--- src/rtl/data_mem_access_unit.sv ---
// ---------------------------------------------------------------------------
// data_mem_access_unit
//   RV64 load/store responder between the execute stage and the data-memory
//   bus. Accepts one request at a time, validates it, builds byte enables and
//   lane-replicated store data, waits out bus wait states and returns
//   sign/zero-extended load data with a one-cycle done pulse.
//
// Ports
//   clk_in, rst_n_in           clock (rising edge), async active-low reset
//   req_valid_in / ready_out   pipeline request handshake
//   read_in, write_in          load / store
//   width_in                   {unsigned, size[1:0]}; size 00=B 01=H 10=W 11=D
//   addr_in, wdata_in          byte address, store data (low bytes used)
//   done_out                   one-cycle completion pulse
//   rdata_out                  extended load data (0 for stores/errors), holds
//   misaligned_out, error_out  completion flags, valid with done_out
//   mem_req_out .. mem_wdata_out  registered bus request fields
//   mem_ack_in, mem_rdata_in   bus completion and full-doubleword read data
//
// Handshakes
//   Pipeline: a request is taken on a rising edge where req_valid_in and
//   ready_out are both 1; ready_out is 1 only in IDLE. Bus: mem_req_out rises
//   with addr/be/wdata/we already valid and all of them stay stable until a
//   rising edge where mem_ack_in is 1; mem_rdata_in is sampled on that edge.
//   mem_ack_in outside ACCESS is ignored.
//
// Configuration
//   MEM_TIMEOUT_EN: when defined, an ACCESS that sees no ack for
//   TIMEOUT_CYCLES cycles is abandoned and completes with error_out.
// ---------------------------------------------------------------------------
module data_mem_access_unit #(
  parameter int ADDR_W         = 32,
  parameter int TIMEOUT_CYCLES = 255
) (
  input  logic              clk_in,
  input  logic              rst_n_in,
  input  logic              req_valid_in,
  output logic              ready_out,
  input  logic              read_in,
  input  logic              write_in,
  input  logic [2:0]        width_in,
  input  logic [ADDR_W-1:0] addr_in,
  input  logic [63:0]       wdata_in,
  output logic              done_out,
  output logic [63:0]       rdata_out,
  output logic              misaligned_out,
  output logic              error_out,
  output logic              mem_req_out,
  output logic              mem_we_out,
  output logic [ADDR_W-1:0] mem_addr_out,
  output logic [7:0]        mem_be_out,
  output logic [63:0]       mem_wdata_out,
  input  logic              mem_ack_in,
  input  logic [63:0]       mem_rdata_in
);

  typedef enum logic [1:0] {S_IDLE, S_ACCESS, S_RESP} state_e;

  state_e              state_q, state_d;
  logic                done_q, done_d;
  logic                misaligned_q, misaligned_d;
  logic                error_q, error_d;
  logic                mem_req_q, mem_req_d;
  logic                mem_we_q, mem_we_d;
  logic [ADDR_W-1:0]   mem_addr_q, mem_addr_d;
  logic [7:0]          mem_be_q, mem_be_d;
  logic [63:0]         mem_wdata_q, mem_wdata_d;
  logic [63:0]         rdata_q, rdata_d;
  logic [2:0]          off_q, off_d;      // byte offset inside the doubleword
  logic [2:0]          width_q, width_d;

  logic                timeout_hit;

`ifdef MEM_TIMEOUT_EN
  localparam int CNT_W = $clog2(TIMEOUT_CYCLES + 1);
  logic [CNT_W-1:0]    cnt_q, cnt_d;
  // Counter starts at 0 in the first ACCESS cycle, so expiry lands after
  // exactly TIMEOUT_CYCLES+1 cycles of mem_req_out.
  assign timeout_hit = (cnt_q == CNT_W'(TIMEOUT_CYCLES));
`else
  assign timeout_hit = 1'b0;
`endif

  // Request decode
  logic [2:0]  req_off;
  logic [1:0]  req_size;
  logic        req_illegal;
  logic        req_misaligned;
  logic [7:0]  req_be;
  logic [63:0] req_wdata;

  assign req_off     = addr_in[2:0];
  assign req_size    = width_in[1:0];
  assign req_illegal = (read_in & write_in) | (write_in & width_in[2]) |
                       (read_in & (width_in == 3'b111));

  always_comb begin
    req_misaligned = 1'b0;
    req_be         = 8'h01;
    req_wdata      = wdata_in;
    unique case (req_size)
      2'b00: begin
        req_be    = 8'h01 << req_off;
        req_wdata = {8{wdata_in[7:0]}};
      end
      2'b01: begin
        req_misaligned = req_off[0];
        req_be         = 8'h03 << req_off;
        req_wdata      = {4{wdata_in[15:0]}};
      end
      2'b10: begin
        req_misaligned = |req_off[1:0];
        req_be         = 8'h0F << req_off;
        req_wdata      = {2{wdata_in[31:0]}};
      end
      default: begin
        req_misaligned = |req_off;
        req_be         = 8'hFF;
        req_wdata      = wdata_in;
      end
    endcase
  end

  // Load extraction: bring the addressed lane down to bit 0, then extend.
  logic [63:0] shifted;
  logic        sx;
  logic [63:0] load_ext;

  assign shifted = mem_rdata_in >> {off_q, 3'b000};
  assign sx      = ~width_q[2];

  always_comb begin
    load_ext = shifted;
    unique case (width_q[1:0])
      2'b00:   load_ext = {{56{sx & shifted[7]}},  shifted[7:0]};
      2'b01:   load_ext = {{48{sx & shifted[15]}}, shifted[15:0]};
      2'b10:   load_ext = {{32{sx & shifted[31]}}, shifted[31:0]};
      default: load_ext = shifted;
    endcase
  end

  // Next state
  always_comb begin
    state_d      = state_q;
    done_d       = 1'b0;
    misaligned_d = 1'b0;
    error_d      = 1'b0;
    mem_req_d    = mem_req_q;
    mem_we_d     = mem_we_q;
    mem_addr_d   = mem_addr_q;
    mem_be_d     = mem_be_q;
    mem_wdata_d  = mem_wdata_q;
    rdata_d      = rdata_q;
    off_d        = off_q;
    width_d      = width_q;
`ifdef MEM_TIMEOUT_EN
    cnt_d        = cnt_q;
`endif
    unique case (state_q)
      S_IDLE: begin
        // A valid request with neither read nor write is dropped silently.
        if (req_valid_in && (read_in || write_in)) begin
          if (req_illegal) begin
            state_d = S_RESP;
            done_d  = 1'b1;
            error_d = 1'b1;
            rdata_d = '0;
          end else if (req_misaligned) begin
            state_d      = S_RESP;
            done_d       = 1'b1;
            misaligned_d = 1'b1;
            rdata_d      = '0;
          end else begin
            state_d     = S_ACCESS;
            mem_req_d   = 1'b1;
            mem_we_d    = write_in;
            mem_addr_d  = {addr_in[ADDR_W-1:3], 3'b000};
            mem_be_d    = req_be;
            mem_wdata_d = req_wdata;
            off_d       = req_off;
            width_d     = width_in;
`ifdef MEM_TIMEOUT_EN
            cnt_d       = '0;
`endif
          end
        end
      end
      S_ACCESS: begin
        // Ack wins over a timeout expiring in the same cycle.
        if (mem_ack_in) begin
          state_d   = S_RESP;
          done_d    = 1'b1;
          mem_req_d = 1'b0;
          mem_we_d  = 1'b0;
          rdata_d   = mem_we_q ? 64'd0 : load_ext;
        end else if (timeout_hit) begin
          state_d   = S_RESP;
          done_d    = 1'b1;
          error_d   = 1'b1;
          mem_req_d = 1'b0;
          mem_we_d  = 1'b0;
          rdata_d   = '0;
        end else begin
`ifdef MEM_TIMEOUT_EN
          cnt_d = cnt_q + 1'b1;
`endif
        end
      end
      default: begin
        state_d = S_IDLE;
      end
    endcase
  end

  always_ff @(posedge clk_in or negedge rst_n_in) begin
    if (!rst_n_in) begin
      state_q      <= S_IDLE;
      done_q       <= 1'b0;
      misaligned_q <= 1'b0;
      error_q      <= 1'b0;
      mem_req_q    <= 1'b0;
      mem_we_q     <= 1'b0;
      mem_addr_q   <= '0;
      mem_be_q     <= '0;
      mem_wdata_q  <= '0;
      rdata_q      <= '0;
      off_q        <= '0;
      width_q      <= '0;
`ifdef MEM_TIMEOUT_EN
      cnt_q        <= '0;
`endif
    end else begin
      state_q      <= state_d;
      done_q       <= done_d;
      misaligned_q <= misaligned_d;
      error_q      <= error_d;
      mem_req_q    <= mem_req_d;
      mem_we_q     <= mem_we_d;
      mem_addr_q   <= mem_addr_d;
      mem_be_q     <= mem_be_d;
      mem_wdata_q  <= mem_wdata_d;
      rdata_q      <= rdata_d;
      off_q        <= off_d;
      width_q      <= width_d;
`ifdef MEM_TIMEOUT_EN
      cnt_q        <= cnt_d;
`endif
    end
  end

  assign ready_out      = (state_q == S_IDLE);
  assign done_out       = done_q;
  assign misaligned_out = misaligned_q;
  assign error_out      = error_q;
  assign rdata_out      = rdata_q;
  assign mem_req_out    = mem_req_q;
  assign mem_we_out     = mem_we_q;
  assign mem_addr_out   = mem_addr_q;
  assign mem_be_out     = mem_be_q;
  assign mem_wdata_out  = mem_wdata_q;

endmodule

--- config.mk ---
export PLATFORM = sky130hd
export DESIGN_NAME = data_mem_access_unit
export DESIGN_NICKNAME = d
export VERILOG_FILES = /design/src/rtl/data_mem_access_unit.sv
export SDC_FILE = /design/constraint.sdc
export NUM_CORES = 1
export LEC_CHECK = 0
export ABC_AREA = 1
export CORE_UTILIZATION = 46
export CTS_BUF_LIST = sky130_fd_sc_hd__clkbuf_16
export CTS_CLUSTER_DIAMETER = 150
export CTS_CLUSTER_SIZE = 8
export DETAILED_ROUTE_END_ITERATION = 10
export PLACE_DENSITY = 0.92
export REMOVE_ABC_BUFFERS = 1
export SLEW_MARGIN = 30
export SYNTH_ARGS = -nofsm -noshare
export SYNTH_HDL_FRONTEND = slang
export SYNTH_SLANG_ARGS = --single-unit
--- constraint.sdc ---
create_clock -name clk_in -period 2.1 [get_ports clk_in]
set_input_delay 0.42 -clock clk_in [delete_from_list [all_inputs] [get_ports clk_in]]
set_output_delay 0.42 -clock clk_in [all_outputs]
set_load 0.05 [all_outputs]
==> summary.md <==
| Metric | Value |
|---|---|
| Synth top area share | 45.4% |
| Final min period | 2090 ps |
| Synth Warn # | 0 |
| TritonCTS clock tree | built |
| Skew-Pair Late Insertion Delay | 430 ps |
| Synth Cell Area | 0.00982 mm^2 |
| Setup TNS | 0 ps |
| Largest net degree at the start of global routing | 83 |
| Largest family of logic cells by synthesized area | simple AND/OR/NAND/NOR gates |
| Die Ht | 148 um |
| Sequential share of the synthesized area | 45.4% |
| Via/cell ratio | 5.49 |
| Max-Slew Margin vs Limit | 59.6% |
| Data required, critical path | 1680 ps |
| Worst path bufs/invs | 1 |
| Detailed Routing Iterations Pass 1 | 6 |
| TritonCTS Buffers | 17 |
| Gr usage total | 32.3% |
| Post-route worst setup slack | 6.02 ps |
| Vias post-DR | 11,038 |
| Initial antenna violation count | 5 |
| Leak pwr | 7.31 nW |
| # setup viols final | 0 |
| Commonest non-fill, non-tap cell in the layout | nand2_1 |
| Power density over cell area | 1430 mW/mm^2 |
| FF-to-FF path depth | 11 |
| Place WS | -381 ps |
| Synth area leaders | dfrtp_1, nand2_1, o21ai_0 |
| Slew Viols, Final | 0 |
| Mux cell area share after synthesis | 0.102% |
| Worst path top cell family by delay | buffers and inverters |
| WL per Instance | 18.0 um |
| Hpwl dp | 26.1 mm |
| Gpl congestion | 0.937 |
| Crit share post-route | 99.7% |
| Cell Rows | 53 |
| Xor and xnor fraction of the mapped netlist area | 0% |
| CP endpoint kind | output pin |
| Final wirelength | 36.1 mm |
| Hold slack | -2.38 ps |
| Vias in the first global route | 10,684 |
| Die width | 148 um |
| Initial Util | 46.9% |
| Remaining DRCs | 0 |
| Peak supply drop | 0.000893 V |
| Simple-gate share of the synthesized area | 32.0% |
| Core Area | 0.0210 mm^2 |
| Fraction of the mapped netlist area in adder cells | 0.637% |
| Clk root buf | clkbuf_16 |
| Maximum fanout along the worst path | 2 |
| Critical path's slowest cell | clkdlybuf4s50_1 |
| Worst EP arrival | 1670 ps |
| Avg Inst Size Synth | 7.17 um^2 |
| Gate Count Post-Synth | 1,370 |
| Layout cells sized above 1 | 10.2% |
| Commonest cells after routing, fill and taps aside | nand2_1, clkdlybuf4s50_1, dfrtp_1, o21ai_0, nand3_1 |
| First DRT Iteration DRCs | 1,188 |
| Failing checks | negative hold slack |
| Worst stage delay on the critical path | 890 ps |
| Max Root-Sink Buffers | 2 |
| Area fraction in compound gates after synthesis | 13.8% |
| Run status | finished with violations |
| Die ar. | 0.0219 mm^2 |
| CP Class | reg2out |
| Cell-by-cell trace of the critical path | clkdlybuf4s50_1 |
| Highest Clock Rate | 478 MHz |
| Port bufs | 339 |
| Register-to-register path setup slack | 280 ps |
| Hold Path Class | in2async |
| Clk_skew | 11.1 ps |
| First-pass GRT wire length | 55.2 mm |
| Cell taking the most area after synthesis | dfrtp_1 |
| Hold Buf Count CTS | 0 |
| Fin. Hold Viols | 4 |
| Global route total overflow | 0 |
| Max Cap Violations | 0 |
| Worst slew pin tran | 605 ps |
| H-tree depth | 4 |
| Startpoint Class | register |
| Synth unique cells | 40 |
| Reg-to-reg critical path startpoint | off_q[0] |
| Clock sinks | 178 |
| DRT antenna net count | 0 |
| Layout area overhead | 48.2% |
| FF-to-FF End | rdata_out[45] |
| Synth Register Bits | 178 |
| Worst-path clk slew | 70 ps |
| Nets | 1,892 |
| Boundary pin count | 343 |
through the flow:
| stage | power [mW] | area, um^2 | instances | utilization [%] |
|---|---|---|---|---|
| floorplan | 12.7 | 9320 | 1276 | - |
| global placement | 17.2 | 13800 | 1972 | 65.9 |
| detailed placement | 17.4 | 13800 | 1972 | 65.9 |
| CTS | 20.8 | 14400 | 2004 | 68.8 |
| global route | 21.9 | 14500 | 2009 | 69.4 |
| finish | 20.9 | 14500 | 2010 | 69.4 |
power by group:
group          switching [mW]  internal, mW
clock network            1.60          1.72
logic                    8.19          3.94
registers               0.809          4.61
cells by family (layout without fill, tap and decap cells):
logic type,after synthesis,after routing
AOI/OAI and AO/OA,247,247
adders and majority gates,5,5
buffers and inverters,172,531
DFF,178,178
muxes,1,1
other,1,7
and+or+nand+nor,766,766
area by class of cell:
class | count | area (um^2)
multi-input cells | 1022 | 4600
clock buffers | 17 | 425
repair buffers | 423 | 4240
fillers | 1636 | 6410
flip-flops and latches | 178 | 4460
inverters | 76 | 298
well taps | 275 | 344
diodes | 4 | 10.0
clock inverters | 15 | 180
flip-flops by register name (all words and copies together), names as in the netlist, 2 cells and up:
signal	flops
mem_wdata_out	64
rdata_out	64
mem_addr_out	29
mem_be_out	8
off_q	3
width_q	3
state_q	2
worst max path at each step:
stage,depth (start not counted),endpoint,start
after floorplan,7,mem_wdata_out[13],width_in[0]
after global placement,9,mem_wdata_out[29],width_in[1]
after detailed placement,11,mem_wdata_out[13],width_in[1]
after CTS,1,mem_wdata_out[34],mem_wdata_out[34]
after global routing,1,mem_wdata_out[45],mem_wdata_out[45]
final,1,mem_wdata_out[45],mem_wdata_out[45]
cells in the mapped netlist:
cell,number
a21boi_0,8
a21o_1,1
a21oi_1,47
a21oi_2,1
a22o_1,1
a22oi_1,3
a22oi_2,1
a31oi_1,11
buf_1,5
buf_2,41
buf_4,12
buf_6,6
clkbuf_1,32
clkinv_1,1
conb_1,1
dfrtp_1,178
ha_1,5
inv_1,68
inv_2,5
inv_4,2
mux2i_1,1
nand2_1,595
nand2_2,3
nand2_4,3
nand3_1,120
nand3_2,6
nand4_1,1
nor2_1,26
nor2_2,1
nor2_4,3
nor3_1,1
o211ai_1,13
o21a_1,2
o21ai_0,137
o21ai_1,9
o21ai_2,1
o22a_1,1
o22ai_1,9
o31ai_1,2
or2_2,7
routing by layer:
layer	vias to the layer above	track usage (%)	wire [um]
li1	5099	-	-
met1	5085	36.3	12600
met2	728	55.8	17800
met3	124	9.79	4170
met4	2	15.5	1550
met5	-	0	13
repair_timing:
item / CTS / global route
pin swaps: 0 / 1
endpoints found under the setup margin: 3 / 59
cloned: 0 / 2
buffers inserted: 0 / 0
resized for setup: 3 / 26
Note: power is estimated with default switching activity, not from simulation.
